### src/rtl/dab_pkg.sv
// rtl/dab_pkg.sv - shared types, widths and helpers for the DAB start-up sequencer
// Contents: state encoding, fault_code bit indices, datapath widths, Iref clamp helper.
package dab_pkg;

    localparam int IREF_W = 12;
    localparam int VDC_W  = 12;
    localparam int CNT_W  = 16;

    typedef enum logic [2:0] {
        ST_IDLE      = 3'd0,
        ST_PRECHARGE = 3'd1,
        ST_RAMP      = 3'd2,
        ST_RUN       = 3'd3,
        ST_STOP      = 3'd4,
        ST_FAULT     = 3'd5
    } state_t;

    localparam int FC_OV1 = 0;
    localparam int FC_OV2 = 1;

    // Symmetric clamp to +/-lim; lim is assumed positive and <= 2047 so -lim fits.
    function automatic logic signed [IREF_W-1:0] clamp_iref(
        input logic signed [IREF_W-1:0] x,
        input logic signed [IREF_W-1:0] lim
    );
        logic signed [IREF_W-1:0] neg_lim;
        neg_lim = -lim;
        if (x > lim) begin
            clamp_iref = lim;
        end else if (x < neg_lim) begin
            clamp_iref = neg_lim;
        end else begin
            clamp_iref = x;
        end
    endfunction

endpackage

### src/rtl/slew_limiter.sv
// rtl/slew_limiter.sv - combinational rate limiter: moves cur toward tgt by at most step
// Ports: cur (signed, present value), tgt (signed, target), step (unsigned, max move),
//        next (signed, limited next value).
module slew_limiter
    import dab_pkg::*;
(
    input  logic signed [IREF_W-1:0] cur,
    input  logic signed [IREF_W-1:0] tgt,
    input  logic        [IREF_W-1:0] step,
    output logic signed [IREF_W-1:0] next
);

    logic signed [IREF_W:0] d;
    logic        [IREF_W:0] mag;

    // One extra bit keeps tgt - cur exact for any pair of 12-bit operands.
    assign d   = {tgt[IREF_W-1], tgt} - {cur[IREF_W-1], cur};
    assign mag = d[IREF_W] ? IREF_W'(0) - d : d;

    always_comb begin
        next = tgt;
        if (mag > {1'b0, step}) begin
            // |d| > step guarantees cur +/- step stays between cur and tgt, so no wrap.
            if (d[IREF_W]) begin
                next = cur - $signed(step);
            end else begin
                next = cur + $signed(step);
            end
        end
    end

endmodule

### src/rtl/dab_sequencer.sv
// rtl/dab_sequencer.sv - start-up, soft-start and overvoltage protection sequencer for the DAB
// Ports: clk, rst (async active-low); trigger (per-period tick), enable (run request),
//        fault_clr (fault acknowledge pulse); Vdc1/Vdc2 (DC-link voltages); Iref_cmd (signed
//        command); Sp_in/Ss_in (gate patterns); Iref_out (slew-limited reference); Sp_out/Ss_out
//        (gated pins); gate_en; state; fault_code (bit0 Vdc1 OV, bit1 Vdc2 OV, sticky).
module dab_sequencer
    import dab_pkg::*;
#(
    parameter logic        [IREF_W-1:0] RAMP_STEP          = 12'd8,
    parameter logic signed [IREF_W-1:0] IREF_MAX           = 12'sd1024,
    parameter logic        [VDC_W-1:0]  VDC_UV             = 12'd64,
    parameter logic        [VDC_W-1:0]  VDC_OV             = 12'd3900,
    parameter logic        [CNT_W-1:0]  PRECHARGE_PERIODS  = 16'd1000,
    parameter logic        [CNT_W-1:0]  FAULT_HOLD_PERIODS = 16'd10000
) (
    input  logic                     clk,
    input  logic                     rst,
    input  logic                     trigger,
    input  logic                     enable,
    input  logic                     fault_clr,
    input  logic        [VDC_W-1:0]  Vdc1,
    input  logic        [VDC_W-1:0]  Vdc2,
    input  logic signed [IREF_W-1:0] Iref_cmd,
    input  logic        [3:0]        Sp_in,
    input  logic        [3:0]        Ss_in,
    output logic signed [IREF_W-1:0] Iref_out,
    output logic        [3:0]        Sp_out,
    output logic        [3:0]        Ss_out,
    output logic                     gate_en,
    output logic        [2:0]        state,
    output logic        [1:0]        fault_code
);

    state_t                   st;
    logic        [VDC_W-1:0]  v1_q;
    logic        [VDC_W-1:0]  v2_q;
    logic                     ov1;
    logic                     ov2;
    logic                     ov;
    logic signed [IREF_W-1:0] tgt;
    logic signed [IREF_W-1:0] slew_tgt;
    logic signed [IREF_W-1:0] slew_next;
    logic signed [IREF_W-1:0] iref_next;
    logic        [CNT_W-1:0]  pre_cnt;
    logic        [CNT_W-1:0]  pre_cnt_next;
    logic        [CNT_W-1:0]  hold_cnt;
    logic        [CNT_W-1:0]  hold_cnt_next;

    always_ff @(posedge clk or negedge rst) begin
        if (!rst) begin
            v1_q <= '0;
            v2_q <= '0;
        end else begin
            v1_q <= Vdc1;
            v2_q <= Vdc2;
        end
    end

    assign ov1 = v1_q > VDC_OV;
    assign ov2 = v2_q > VDC_OV;
    assign ov  = ov1 | ov2;

    assign tgt = clamp_iref(Iref_cmd, IREF_MAX);

    // STOP ramps down to zero; every other active state chases the clamped command.
    assign slew_tgt = (st == ST_STOP) ? '0 : tgt;

    slew_limiter u_slew (
        .cur  (Iref_out),
        .tgt  (slew_tgt),
        .step (RAMP_STEP),
        .next (slew_next)
    );

    // Reference only moves on the period tick; between ticks it holds.
    assign iref_next = trigger ? slew_next : Iref_out;

    always_comb begin
        pre_cnt_next = pre_cnt;
        if (trigger) begin
            if (v1_q >= VDC_UV) begin
                if (pre_cnt != '1) begin
                    pre_cnt_next = pre_cnt + 1'b1;
                end
            end else begin
                pre_cnt_next = '0;
            end
        end
    end

    always_comb begin
        hold_cnt_next = hold_cnt;
        if (trigger && (hold_cnt != '1)) begin
            hold_cnt_next = hold_cnt + 1'b1;
        end
    end

    always_ff @(posedge clk or negedge rst) begin
        if (!rst) begin
            st         <= ST_IDLE;
            gate_en    <= 1'b0;
            Iref_out   <= '0;
            fault_code <= '0;
            pre_cnt    <= '0;
            hold_cnt   <= '0;
        end else if (ov && (st != ST_FAULT)) begin
            // Overvoltage wins over every other transition in the same cycle.
            st         <= ST_FAULT;
            gate_en    <= 1'b0;
            Iref_out   <= '0;
            fault_code <= fault_code | {ov2, ov1};
            hold_cnt   <= '0;
        end else begin
            case (st)
                ST_IDLE: begin
                    gate_en  <= 1'b0;
                    Iref_out <= '0;
                    if (enable) begin
                        st      <= ST_PRECHARGE;
                        pre_cnt <= '0;
                    end
                end
                ST_PRECHARGE: begin
                    gate_en <= 1'b0;
                    if (!enable) begin
                        st <= ST_IDLE;
                    end else begin
                        pre_cnt <= pre_cnt_next;
                        if (pre_cnt_next >= PRECHARGE_PERIODS) begin
                            st      <= ST_RAMP;
                            gate_en <= 1'b1;
                        end
                    end
                end
                ST_RAMP: begin
                    if (!enable) begin
                        st <= ST_STOP;
                    end else begin
                        Iref_out <= iref_next;
                        if (iref_next == tgt) begin
                            st <= ST_RUN;
                        end
                    end
                end
                ST_RUN: begin
                    if (!enable) begin
                        st <= ST_STOP;
                    end else begin
                        Iref_out <= iref_next;
                    end
                end
                ST_STOP: begin
                    if (enable) begin
                        // Resume from wherever the ramp-down got to; gates stay on.
                        st <= ST_RAMP;
                    end else begin
                        Iref_out <= iref_next;
                        if (iref_next == '0) begin
                            st      <= ST_IDLE;
                            gate_en <= 1'b0;
                        end
                    end
                end
                ST_FAULT: begin
                    gate_en    <= 1'b0;
                    Iref_out   <= '0;
                    hold_cnt   <= hold_cnt_next;
                    fault_code <= fault_code | {ov2, ov1};
                    if (fault_clr && !ov && !enable && (hold_cnt >= FAULT_HOLD_PERIODS)) begin
                        st         <= ST_IDLE;
                        fault_code <= '0;
                    end
                end
                default: begin
                    st       <= ST_IDLE;
                    gate_en  <= 1'b0;
                    Iref_out <= '0;
                end
            endcase
        end
    end

    assign state  = st;
    assign Sp_out = gate_en ? Sp_in : 4'h0;
    assign Ss_out = gate_en ? Ss_in : 4'h0;

endmodule
### config.mk
export PLATFORM = sky130hd
export DESIGN_NAME = dab_sequencer
export DESIGN_NICKNAME = d
export VERILOG_FILES = /design/src/rtl/dab_pkg.sv /design/src/rtl/slew_limiter.sv /design/src/rtl/dab_sequencer.sv
export SDC_FILE = /design/constraint.sdc
export NUM_CORES = 1
export LEC_CHECK = 0
export ABC_AREA = 0
export CORE_AREA = 8 8 168 122
export CTS_BUF_LIST = sky130_fd_sc_hd__clkbuf_8
export CTS_CLUSTER_SIZE = 12
export DETAILED_ROUTE_END_ITERATION = 10
export DIE_AREA = 0 0 176 130
export GPL_ROUTABILITY_DRIVEN = 1
export PLACE_DENSITY = 0.61
export SYNTH_ARGS = -nofsm -noshare
export SYNTH_HDL_FRONTEND = slang
export SYNTH_SLANG_ARGS = --single-unit
### constraint.sdc
create_clock -name clk -period 7.3 [get_ports clk]
set_input_delay 0.73 -clock clk [delete_from_list [all_inputs] [get_ports clk]]
set_output_delay 0.73 -clock clk [all_outputs]
set_load 0.02 [all_outputs]
## After elaboration in Yosys (flattened, before gate mapping)

Cells that the tools add are included.

- Add/subtract/negate cells: 6
- $mul: 0
- Divide/modulo/power cells: 0
- $lt $le $gt $ge: 8
- Equality and inequality tests: 22
- Shift-type cells: 0
- Muxes and demuxes: 42
- Bitwise logic cells: 3
- Reduce and logical (&&, ||, !) cells: 18

Operator list:

| cell | count |
|---|---|
| 2-to-1 mux 16 bit | 8 |
| 2-to-1 mux 12 bit | 9 |
| > comparator 12 bit, second input constant | 3 |
| case mux 12 bit (3 select lines) | 1 |
| adder 16 x 1 -> 16 bit, second input constant | 2 |
| inequality test 16 bit, second input constant | 2 |
| case mux 16 bit (2 select lines) | 1 |
| 2-to-1 mux 3 bit | 10 |
| case mux 3 bit (6 select lines) | 1 |
| greater-or-equal comparator 16 x 10 -> 1 bit, second input constant | 1 |
| greater-or-equal comparator 16 x 14 -> 1 bit, second input constant | 1 |
| > comparator 13 x 4 -> 1 bit, second input constant | 1 |
| 2-to-1 mux 13 bit | 1 |
| subtractor 1 x 13 -> 13 bit, first input constant | 1 |
| subtractor 12 x 12 -> 13 bit | 1 |
| adder 12 x 5 -> 12 bit, second input constant | 1 |
| equality test 12 bit | 1 |
| greater-or-equal comparator 12 x 7 -> 1 bit, second input constant | 1 |
| logical NOT 12 bit | 1 |
| < comparator 12 x 11 -> 1 bit, second input constant | 1 |
| inequality test 3 bit, second input constant | 4 |
| subtractor 12 x 5 -> 12 bit, second input constant | 1 |
| 2-to-1 mux 4 bit | 2 |
| inequality test 4 bit, second input constant | 2 |
| 23 further kinds | 42 |

- Bits in registers: 74
- Latch bits: 0
- Memory bits (writable): 0
- ROM bits: 0
- Bits of input ports: 49
- Output and inout port bits: 26
- Word-level logic and storage cells: 107
- Memories kept: 0

## Depth between registers and ports, before layout

- Word-level depth: 15
- Gate-level depth with buffers: 30
- Mapped depth without buffers: 28

## Cells and area by module

From an unflattened synthesis, not the netlist that was laid out.

- Cells, all modules: 682
- Area, all modules: 5,965.7 µm²

By module, submodules not included:

| module | times used | cells each | area each (µm²) | seq. area each (µm²) |
|---|---|---|---|---|
| dab_sequencer | 1 | 422 | 3,992.6 | 1,851.8 |
| slew_limiter | 1 | 260 | 1,973.1 | 0.0 |

## Worst setup path before layout

Ideal clock, no wire load.

- Kind: in2reg
- Start: input Iref_cmd[6]
- End: register st[2], in the netlist state[2]
- Library setup time: 126 ps
- Data arrival time: 6,337 ps
- Required time: 7,174 ps
- Path slack: 837 ps
- Stages: 29
- Buffers on the path: 3
- Cell sequence: clkbuf_1 nor4_2 a31oi_2 nor2_1 nand2_1 nor2_1 ha_1 clkbuf_1 and3_1 nand2_1 a31oi_1 nor2_4 buf_6 ha_1 nor2b_1 o21ai_0 a21boi_0 o21ai_0 a21oi_1 or3_1 a21oi_1 nor2b_1 o31a_1 o32ai_1 mux2i_1 a31o_2 o31a_1 or3_1 o32a_1

- Word-level cells in the longest chain between the ends: 13
- Elaborated cells on any way between the ends: 17
- Those cells by class: 2 x add/sub; 3 x order compare; 3 x eq/ne; 7 x mux; 2 x reduce/logical

Ends and longest elaborated chain:

| what | RTL line | source |
|---|---|---|
| start, declared | dab_sequencer.sv:23 | `input logic signed [IREF_W-1:0] Iref_cmd,` |
| < comparator 12 x 11 -> 1 bit | dab_pkg.sv:30 | `end else if (x < neg_lim) begin` |
| 2-to-1 mux 12 bit | dab_pkg.sv:30 |  |
| 2-to-1 mux 12 bit * | dab_pkg.sv:28 | `if (x > lim) begin` |
| 2-to-1 mux 12 bit | dab_sequencer.sv:66 | `assign slew_tgt = (st == ST_STOP) ? '0 : tgt;` |
| subtractor 12 x 12 -> 13 bit | slew_limiter.sv:17 | `assign d = {tgt[IREF_W-1], tgt} - {cur[IREF_W-1], cur};` |
| subtractor 1 x 13 -> 13 bit | slew_limiter.sv:18 | `assign mag = d[IREF_W] ? IREF_W'(0) - d : d;` |
| 2-to-1 mux 13 bit | slew_limiter.sv:18 |  |
| > comparator 13 x 4 -> 1 bit | slew_limiter.sv:22 | `if (mag > {1'b0, step}) begin` |
| 2-to-1 mux 12 bit | slew_limiter.sv:22 |  |
| 2-to-1 mux 12 bit | dab_sequencer.sv:76 | `assign iref_next = trigger ? slew_next : Iref_out;` |
| equality test 12 bit or logical NOT 12 bit (tied branches) | dab_sequencer.sv:140, dab_sequencer.sv:158 |  |
| inequality test 4 bit (no line) or inequality test 4 x 2 -> 1 bit (tied branches) | - |  |
| AND reduction 6 bit (no line) * | - |  |
| end signal, assigned | dab_sequencer.sv:137 | `st <= ST_STOP;` |
| end signal, assigned | dab_sequencer.sv:141 | `st <= ST_RUN;` |
| end signal, assigned | dab_sequencer.sv:147 | `st <= ST_STOP;` |
| end, declared | dab_sequencer.sv:34 | `state_t st;` |

Every way passes the cells marked *; elsewhere a longest branch is shown, timed or not.
A chain may end at the register's enable or synchronous reset.

## Final worst setup path

- Start: input Iref_cmd[0]
- End: register st[2], in the netlist state[2]

Same word-level chain as after synthesis.

==> tab_implementation.tex <==
\begin{tabular}{lr}
\hline
Metric & Value \\
\hline
\multicolumn{2}{l}{\textbf{STA}} \\
\quad Rel. slew slack & 0.3820 \\
\quad Setup repair after global routing missed its margin & false \\
\quad Max Freq & 147.2 MHz \\
\quad Final-report setup violation count & 0 \\
\quad Layout Skew & 0.01013 ns \\
\quad Number of max-slew violations in the final report & 0 \\
\quad Crit path time final & 6.793 ns \\
\quad Final count of hold timing violations & 0 \\
\quad Tcrit/Tclk final & 0.9306 \\
\quad Final setup TNS & 0 ns \\
\quad Worst path setup slack after routing & 0.5067 ns \\
\quad Minimum hold slack & 0.5109 ns \\
\quad Actual transition at the worst max-transition pin & 0.9270 ns \\
\multicolumn{2}{l}{\textbf{Power}} \\
\quad Worst vdd ir & 0.1709 mV \\
\quad Total power divided by cell area & 337.9 nW/um\^{}2 \\
\quad Leakage Power & 3.031 nW \\
\multicolumn{2}{l}{\textbf{Job}} \\
\quad Max-capacitance violation count & 0 \\
\multicolumn{2}{l}{\textbf{Critical path}} \\
\quad Cells on worst reg2reg path & 28 \\
\quad Category of the worst setup path launch point & input port \\
\quad Cell count along the critical path & 29 \\
\quad Setup crit end kind & flip-flop \\
\quad Required arrival time at the worst endpoint & 7.54 ns \\
\quad Critical Path Fanout Max & 4 \\
\quad Count of buffer and inverter cells on the critical path & 3 \\
\quad Slowest Stage Delay on Critical Path & 0.52 ns \\
\quad Cell repeated most along the worst path & sky130\_fd\_sc\_hd\_\_o21ai\_0 \\
\quad Worst Path Class, Setup & input port to flip-flop \\
\quad Arrival time of the worst setup path & 7.03 ns \\
\quad End of the worst register-to-register path & state[2] \\
\quad Cell family with the largest share of critical-path delay & compound AO/OA/AOI/OAI gates \\
\quad Reg2reg setup slack & 0.77 ns \\
\quad Slowest cell on the critical path & sky130\_fd\_sc\_hd\_\_clkdlybuf4s50\_1 \\
\quad Startpoint of the most critical register-to-register path & state[2] \\
\quad Launching instance or port of the critical path & Iref\_cmd[0] \\
\multicolumn{2}{l}{\textbf{Die}} \\
\quad Die height & 130 um \\
\quad Top-level I/O count & 75 \\
\quad Overall die area & 22880 um\^{}2 \\
\quad Core Region & 17800 um\^{}2 \\
\quad Initial Utilization & 0.3458 \\
\quad Standard-cell row count & 41 \\
\quad Horizontal extent of the die & 176 um \\
\multicolumn{2}{l}{\textbf{Synth}} \\
\quad Post-synthesis share of cell area spent on full adders, half adders and majority gates & 0.04147 \\
\quad Share of the synthesized area in the top cell type & 0.3009 \\
\quad Yosys warns & 0 \\
\quad Cells after Synth & 760 \\
\quad Average cell area after synthesis & 8.098 um\^{}2 \\
\quad Flip-flop and latch count after synthesis & 74 \\
\quad Library cell with the largest summed area after synthesis & sky130\_fd\_sc\_hd\_\_dfrtp\_1 \\
\quad Synth async-reset ratio & 1.000 \\
\quad Sequential element share of the synthesized area & 0.3009 \\
\quad Distinct cells, synth & 96 \\
\quad Cell area after synthesis & 6155 um\^{}2 \\
\quad Post-synth EDFFs & 0 \\
\quad Synthesized Nets & 828 \\
\quad Compound-Gate Fraction of Synth Area & 0.2716 \\
\quad Simple-Gate Fraction of Synth Area & 0.2641 \\
\quad Primary flip-flop cell chosen by synthesis mapping & sky130\_fd\_sc\_hd\_\_dfrtp\_1 \\
\quad Mux contribution to synthesized area & 0.01830 \\
\quad XOR/XNOR share of the synthesized area & 0.05367 \\
\quad Dominant combinational cell family by area after synthesis & compound AO/OA/AOI/OAI gates \\
\quad Most area-consuming cells after synthesis & sky130\_fd\_sc\_hd\_\_dfrtp\_1, sky130\_fd\_sc\_hd\_\_nor2\_1, sky130\_fd\_sc\_hd\_\_o21ai\_0 \\
\multicolumn{2}{l}{\textbf{GRT}} \\
\quad Global Route met1 Usage & 0.2610 \\
\quad Most utilized layer in the global route result & met1 \\
\quad Wire length of the first global-routing pass & 31.50 mm \\
\quad Met2 Track Usage GR & 0.2284 \\
\quad Total global routing track utilization & 0.1719 \\
\quad Met3 routing resource usage after global routing & 0.05310 \\
\quad Largest net degree at the start of global routing & 75 \\
\quad Grt total ovfl & 0 \\
\quad Number of antenna violations at the first check in global routing & 0 \\
\quad Number of global-route vias before repair & 5742 \\
\multicolumn{2}{l}{\textbf{Placed design}} \\
\quad Half-perimeter wire length after detailed placement & 15.32 mm \\
\quad Placer Congestion & 0.9397 \\
\quad Number of buffers added on ports & 74 \\
\quad Post-place instance area & 7214 um\^{}2 \\
\quad Pre-CTS worst setup slack & 0.1339 ns \\
\multicolumn{2}{l}{\textbf{Route}} \\
\quad Initial DRC count & 674 \\
\quad Average detailed-routed wire length per instance & 18.45 um \\
\quad Post-detailed-route DRC marker count & 0 \\
\quad Wirelength, routed & 19.87 mm \\
\quad Number of iterations in the first detailed-routing pass & 6 \\
\quad Overall via count from detail\_route & 6242 \\
\quad DR vias/cell & 5.796 \\
\quad Remaining antenna violation count & 0 \\
\multicolumn{2}{l}{\textbf{Clock network}} \\
\quad Number of buffers added by the clock tree synthesis step & 9 \\
\quad Post-CTS setup buffers & 0 \\
\quad Register clock-pin slew on the reported worst setup and hold paths & 0.07 ns \\
\quad Clk root buf & sky130\_fd\_sc\_hd\_\_clkbuf\_8 \\
\quad CTS Hold Bufs & 0 \\
\quad Max Buffers Root-to-Sink & 2 \\
\quad Clock tree from TritonCTS & yes \\
\quad Number of clock sinks & 74 \\
\quad Max H-tree Level & 3 \\
\quad Clock latency at the later pin of the worst-skew pair & 0.35 ns \\
\multicolumn{2}{l}{\textbf{Layout}} \\
\quad Area delta synth->final & 21.10\% \\
\quad FF+latch area & 1852 um\^{}2 \\
\quad Layout Utilization & 0.4187 \\
\quad Filler cell count in the final layout & 1799 \\
\quad Post-layout nets & 904 \\
\quad Share of post-route cells with drive strength above 1 & 0.08810 \\
\quad Area used by multi-input combinational logic & 4010 um\^{}2 \\
\quad Design Area, Final & 7453 um\^{}2 \\
\multicolumn{2}{l}{\textbf{Run status}} \\
\quad Outcome & complete, no violations \\
\multicolumn{2}{l}{\textbf{Worst hold path}} \\
\quad Classification of the worst-slack hold path & input port to asynchronous set/reset pin \\
\hline
\end{tabular}
==> what timing repair did <==
item	CTS	global route
hold endpoints to repair	0	0
gates resized for setup	0	3
setup endpoints to repair	0	2
==> where the power goes <==
group          switching [mW]  internal [mW]
sequential             0.0793          0.447
clock                   0.146          0.207
combinational            1.04          0.603
total                    1.26           1.26
==> kinds of logic (layout without fill, tap and decap cells) <==
group	Yosys count	after routing
XOR/XNOR	36	36
adder cells (fa/ha/maj)	20	20
multiplexers	11	11
AO/OA/AOI/OAI	236	236
other	0	1
AND/OR/NAND/NOR	311	311
buffers and inverters	72	152
flip-flops	74	74
==> synth_stat cells, drive strengths merged (6+ instances only) <==
library cell / instances
nor3: 21
buf: 12
a211oi: 10
a22o: 8
nand4: 17
or3: 13
o31ai: 20
xor2: 16
a31oi: 24
dfrtp: 74
nor2: 76
nor2b: 12
a31o: 7
o41ai: 8
and2: 13
a21oi: 30
and3: 11
a21o: 7
xnor2: 20
mux2i: 9
inv: 36
clkbuf: 23
or2: 6
nand2b: 8
o22ai: 10
nand3: 35
nand2: 71
nor4: 7
o21ai: 60
ha: 18
==> worst max-delay path by stage <==
stage / to / slack [ns]
finish: state[2] / 0.51
detailed placement: state[2] / 0.13
global route: state[2] / 0.009
global placement: state[2] / 0.22
floorplan: state[2] / 0.84
CTS: state[2] / 0.47
==> area by class of cell <==
cell class,count,share of cell area
inverters,37,0.01863
multi-input cells,614,0.5380
flip-flops and latches,74,0.2484
diodes,1,0.0003357
well taps,236,0.03962
clock buffers,11,0.02031
clock inverters,4,0.009065
repair buffers,100,0.1256
==> per-stage QoR <==
step / total power [mW] / cells
floorplan: 1.646 / 760
global placement: 2.124 / 1061
detailed placement: 2.113 / 1061
CTS: 2.479 / 1076
global route: 2.674 / 1076
finish: 2.519 / 1077
==> per-layer routing <==
layer	part of all wire	routed length (um)
met1	0.51	10080
met2	0.38	7540
met3	0.10	2003
met4	0.013	251
met5	0	0
==> placed cells by master, fill, tap and decap left out, types with 20 or more instances in the layout <==
cell                              count
sky130_fd_sc_hd__nand2_1             71
sky130_fd_sc_hd__a31oi_1             21
sky130_fd_sc_hd__o21ai_0             55
sky130_fd_sc_hd__o31ai_1             20
sky130_fd_sc_hd__clkdlybuf4s50_1     72
sky130_fd_sc_hd__dfrtp_1             74
sky130_fd_sc_hd__inv_1               37
sky130_fd_sc_hd__a21oi_1             29
sky130_fd_sc_hd__nor2_1              75
sky130_fd_sc_hd__nor3_1              20
sky130_fd_sc_hd__buf_4               27
sky130_fd_sc_hd__nand3_1             35
==> sequential cells by signal, indices dropped and copies added (netlist names) <==
name	count
hold_cnt	16
pre_cnt	16
Iref_out	12
v1_q	12
v2_q	12
state	3
fault_code	2
gate_en	1
Power figures use the tool's default switching activity.
